[src/rtl/arbitro_hamming.sv]
// Two-channel round-robin arbiter with packet lock feeding a Hamming(15,11) SEC decoder.
// Optional per-channel corrected-error counters are built when HAMMING_ERR_CNT_EN is defined.
module arbitro_hamming #(
    parameter int CNT_W = 16
) (
    input  logic             clk,
    input  logic             rst,
    input  logic             in0_valid,
    output logic             in0_ready,
    input  logic [14:0]      in0_data,
    input  logic             in0_last,
    input  logic             in1_valid,
    output logic             in1_ready,
    input  logic [14:0]      in1_data,
    input  logic             in1_last,
    output logic             out_valid,
    input  logic             out_ready,
    output logic [10:0]      out_data,
    output logic             out_chan,
    output logic             out_last,
    output logic [3:0]       out_syndrome,
    output logic             out_corrected,
    input  logic             clr_cnt,
    output logic [CNT_W-1:0] err_cnt0,
    output logic [CNT_W-1:0] err_cnt1,
    output logic [1:0]       fsm_state
);

    // Handshake: a beat moves on a channel exactly in a cycle where its valid and
    // ready are both 1; ready never depends on data, and out_* may only change
    // while out_valid is 0 or out_ready is 1.

    typedef enum logic [1:0] {
        IDLE  = 2'd0,
        LOCK0 = 2'd1,
        LOCK1 = 2'd2
    } state_t;

    state_t state;
    state_t state_nxt;
    logic   last_grant;
    logic   last_grant_nxt;

    logic        grant0;
    logic        grant1;
    logic        out_free;
    logic        acc0;
    logic        acc1;
    logic        accept;

    logic [14:0] sel_cw;
    logic        sel_last;
    logic [3:0]  syn;
    logic [14:0] flip;
    logic [14:0] fixed_cw;
    logic [10:0] dec_data;

    assign fsm_state = state;

    // In IDLE the channel other than last_grant wins a contention.
    always_comb begin
        grant0 = 1'b0;
        grant1 = 1'b0;
        case (state)
            IDLE: begin
                grant0 = in0_valid & (~in1_valid | last_grant);
                grant1 = in1_valid & (~in0_valid | ~last_grant);
            end
            LOCK0:   grant0 = 1'b1;
            LOCK1:   grant1 = 1'b1;
            default: ;
        endcase
    end

    assign out_free  = ~out_valid | out_ready;
    assign in0_ready = ~rst & grant0 & out_free;
    assign in1_ready = ~rst & grant1 & out_free;
    assign acc0      = in0_valid & in0_ready;
    assign acc1      = in1_valid & in1_ready;
    assign accept    = acc0 | acc1;

    always_comb begin
        state_nxt      = state;
        last_grant_nxt = last_grant;
        if (acc0) begin
            state_nxt      = in0_last ? IDLE : LOCK0;
            last_grant_nxt = 1'b0;
        end else if (acc1) begin
            state_nxt      = in1_last ? IDLE : LOCK1;
            last_grant_nxt = 1'b1;
        end
    end

    always_ff @(posedge clk or posedge rst) begin
        if (rst) begin
            state      <= IDLE;
            last_grant <= 1'b1;
        end else begin
            state      <= state_nxt;
            last_grant <= last_grant_nxt;
        end
    end

    assign sel_cw   = grant1 ? in1_data : in0_data;
    assign sel_last = grant1 ? in1_last : in0_last;

    // Masks select the codeword indices whose Hamming position has syndrome bit k set.
    assign syn[0] = ^(sel_cw & 15'h5555);
    assign syn[1] = ^(sel_cw & 15'h6666);
    assign syn[2] = ^(sel_cw & 15'h7878);
    assign syn[3] = ^(sel_cw & 15'h7F80);

    always_comb begin
        flip = '0;
        if (syn != 4'd0) begin
            flip[syn - 4'd1] = 1'b1;
        end
    end

    assign fixed_cw = sel_cw ^ flip;
    assign dec_data = {fixed_cw[14:8], fixed_cw[6:4], fixed_cw[2]};

    always_ff @(posedge clk or posedge rst) begin
        if (rst) begin
            out_valid     <= 1'b0;
            out_data      <= '0;
            out_chan      <= 1'b0;
            out_last      <= 1'b0;
            out_syndrome  <= '0;
            out_corrected <= 1'b0;
        end else if (accept) begin
            out_valid     <= 1'b1;
            out_data      <= dec_data;
            out_chan      <= acc1;
            out_last      <= sel_last;
            out_syndrome  <= syn;
            out_corrected <= (syn != 4'd0);
        end else if (out_ready) begin
            out_valid <= 1'b0;
        end
    end

`ifdef HAMMING_ERR_CNT_EN
    // Clear wins over a same-cycle increment; counts stick at all-ones.
    always_ff @(posedge clk or posedge rst) begin
        if (rst) begin
            err_cnt0 <= '0;
            err_cnt1 <= '0;
        end else if (clr_cnt) begin
            err_cnt0 <= '0;
            err_cnt1 <= '0;
        end else if (syn != 4'd0) begin
            if (acc0 && (err_cnt0 != '1)) begin
                err_cnt0 <= err_cnt0 + CNT_W'(1);
            end
            if (acc1 && (err_cnt1 != '1)) begin
                err_cnt1 <= err_cnt1 + CNT_W'(1);
            end
        end
    end
`else
    logic unused_clr;
    assign unused_clr = clr_cnt;
    assign err_cnt0   = '0;
    assign err_cnt1   = '0;
`endif

endmodule
[config.mk]
export PLATFORM = sky130hd
export DESIGN_NAME = arbitro_hamming
export DESIGN_NICKNAME = d
export VERILOG_FILES = /design/src/rtl/arbitro_hamming.sv
export SDC_FILE = /design/constraint.sdc
export NUM_CORES = 1
export LEC_CHECK = 0
export CAP_MARGIN = 5
export CORE_MARGIN = 3
export CORE_UTILIZATION = 45
export CTS_CLUSTER_DIAMETER = 200
export CTS_CLUSTER_SIZE = 40
export DETAILED_ROUTE_END_ITERATION = 12
export PLACE_DENSITY = 0.83
export SYNTH_ARGS = -nofsm -noshare
export SYNTH_HDL_FRONTEND = slang
export SYNTH_SLANG_ARGS = --single-unit
[constraint.sdc]
create_clock -name clk -period 5.8 [get_ports clk]
set_input_delay 1.74 -clock clk [delete_from_list [all_inputs] [get_ports clk]]
set_output_delay 1.74 -clock clk [all_outputs]
set_load 0.02 [all_outputs]
==> results.toml <==
[setup_path]
worstSetupStartpointType = "input pin"
cp_max_fo = 4
critPathKind = "in -> out"
arrival_ns = 3.26
required_ns = 4.06
end_kind = "output port"

[job]
maxCapViolations = 0

[route]
drt_iter0_markers = 104
routed_via_density = 5.085
vias = 1556
drc = 0
dr.pass1.iters = 4
routed_wl_mm = 4.485
wl_per_cell_um = 14.66
ant_nets = 0

[clock_tree]
cts-root-buf = "clkbuf_8"
htree_levels = 1
postCtsHoldBufs = 0
cts_resized = 0
cts_sinks = 22
clk_latency_ns = 0.26
path_clk_slew_ns = 0.08
cts_made_buffers = 3
postCtsSetupRepairBufs = 0
clockBufferDepth = 2
cts_tree = "done"

[timing]
tightest_slew_ns = 1.179
hold_viol_final = 0
skew_ns = 0.006985
fin_crit_ns = 5.000
worst_slack_ns = 0.7998
final.setup.tns_ns = 0
rsz0062_at_grt = "false"
max-slew-margin-rel = 0.1916
fin_hold_ws_ns = 0.4780
setup_viol = 0
finalMaxSlewViolations = 0
fmax_mhz = 200.0
timing.final.crit_share = 0.8621

[cells_and_area]
area_delta_synth_final_pct = 27.12
diodes = 0
fin_cells = 306
fin_area_um2 = 2575
layout.nets = 295
final_core_util = 0.6171
drive_gt1_frac = 0.06641

[power_and_ir_drop]
peakVddDrop_v = 0.0003149
switchingPower_mw = 0.5447
pwr-share-seq = 0.232
switching_share = 0.4554
power.density_nw_per_um2 = 464.5
p_comb_frac = 0.686
p_int_mw = 0.6514
leakage_nw = 1.165
pwr-share-clk = 0.082
finalPower_mw = 1.196

[floorplanning]
die_x_um = 73.10
num_rows = 23
core_um2 = 4173
ios = 93
dieArea_um2 = 5343
start_util = 0.4855
die_height_um = 73.10

[worst_hold_path]
holdCritPathClass = "reg -> reg"

[yosys]
ys_types = 35
avgSynthCellArea_um2 = 10.13
yosysWarnings = 0
synth_area_um2 = 2026
ys_seq_area_frac = 0.2724
syn_inst = 200
synth_seq_cells = 22

[global_routing]
antenna_found_initial = 0
grt-ovfl-total = 0
grt_max_degree = 36
grt_pass1_vias = 1462
grt_pass1_wl_mm = 6.906
track_usage = 0.1643

[place]
dp_slack_ns = 0.7910
port_buffers = 59
dpl.cell_count = 302
dpl_cell_area_um2 = 2530
dpl.hpwl_mm = 3.617
gp_congestion = 0.7800

[outcome]
status = "complete, no violations"
==> cell usage in the layout (no fill, tap or decap), drive strengths merged, types with 2 or more instances in the layout <==
cell type,count
clkdlybuf4s50,59
mux2i,15
buf,2
xnor3,10
xor3,2
xnor2,18
dfrtp,21
mux2,4
conb,32
inv,3
nand2b,4
o31ai,11
clkbuf,4
nor4,11
o21ai,7
xor2,4
o31a,11
a21oi,2
nand2,22
nor3,3
nor2,3
==> worst paths after layout <==
| check | end | cells past startpoint | start | slack [ns] |
|---|---|---|---|---|
| min | out_data[0] | 2 | out_data[0] | 0.48 |
| max | in0_ready | 5 | out_ready | 0.80 |
| max in group asynchronous | last_grant | 3 | rst | 3.65 |
| min in group asynchronous | out_syndrome[0] | 3 | rst | 1.85 |
| max reg2reg | out_data[6] | 6 | last_grant | 3.16 |
| min reg2reg | out_data[0] | 2 | out_data[0] | 0.48 |
==> flip-flops by register name, indices dropped and copies added (netlist names) <==
name           count
out_last           1
fsm_state          2
out_syndrome       4
last_grant         1
out_chan           1
out_corrected      1
out_data          11
out_valid          1
==> synthesized netlist by cell type <==
library cell  instances  area [um^2]
o21ai_0               7        35.03
inv_1                 3        11.26
buf_1                 1        3.750
nor3_1                3        15.01
a21o_1                1        7.510
xor3_2                2        50.05
conb_1                1        3.750
a21boi_1              1        7.510
o31a_1               11        96.34
clkbuf_1              4        15.01
o31ai_1              11        82.58
mux2i_2               1        13.76
o311ai_0              1        8.760
buf_2                 2        10.01
xnor3_1              10        225.2
a21oi_1               2        10.01
buf_6                 1        11.26
nand3_1               1        5.000
xor2_1                4        35.03
xnor2_1              18        157.7
nand2b_4              2        27.53
nor4_1               11        68.82
mux2i_1              13        130.1
mux2_4                1        15.01
nand2_1              22        82.58
nor2_1                3        11.26
o21a_1                1        7.510
dfrtp_1              21        525.5
o21bai_2              1        11.26
nand2b_1              2        12.51
dfstp_2               1        26.28
buf_4                32        240.2
mux2i_4               1        22.52
mux2_2                3        33.78
o22ai_1               1        6.260
==> logic make-up after synthesis <==
group	share of synthesized area
AOI/OAI and AO/OA	0.1347
and+or+nand+nor	0.1099
muxes	0.1062
other	0.001851
buffers and inverters	0.1439
xor gates and xnor gates	0.2310
DFF	0.2724
==> metal layers <==
layer	track usage	vias up	part of all wire
li1	-	766	-
met1	0.2171	736	0.43
met2	0.2761	52	0.50
met3	0.04270	2	0.065
met4	0.02254	0	0.0031
met5	0	-	0
==> cell type report <==
cell class | instances | area [um^2]
tap | 50 | 62.56
sequential | 22 | 551.8
inverter | 3 | 11.26
multi-input combinational | 166 | 1299
fill | 360 | 1598
clock buffer | 4 | 45.04
timing repair buffer | 61 | 605.6
==> power groups by stage <==
stage	combinational, mW	sequential [mW]	clock (mW)
3_5_place_dp	0.820	0.280	0
4_1_cts	0.823	0.278	0.100
5_1_grt	0.881	0.289	0.109
6_report	0.821	0.278	0.0976
3_3_place_gp	0.801	0.279	0
2_1_floorplan	0.498	0.361	0
==> worst max-delay path, cell delays in order <==
cell             delay, ns
clkdlybuf4s50_1       0.45
nand2b_1              0.13
nand2_1               0.12
nor3_1                0.19
clkdlybuf4s50_1       0.63
No activity file was read; power rests on OpenSTA's default activity.
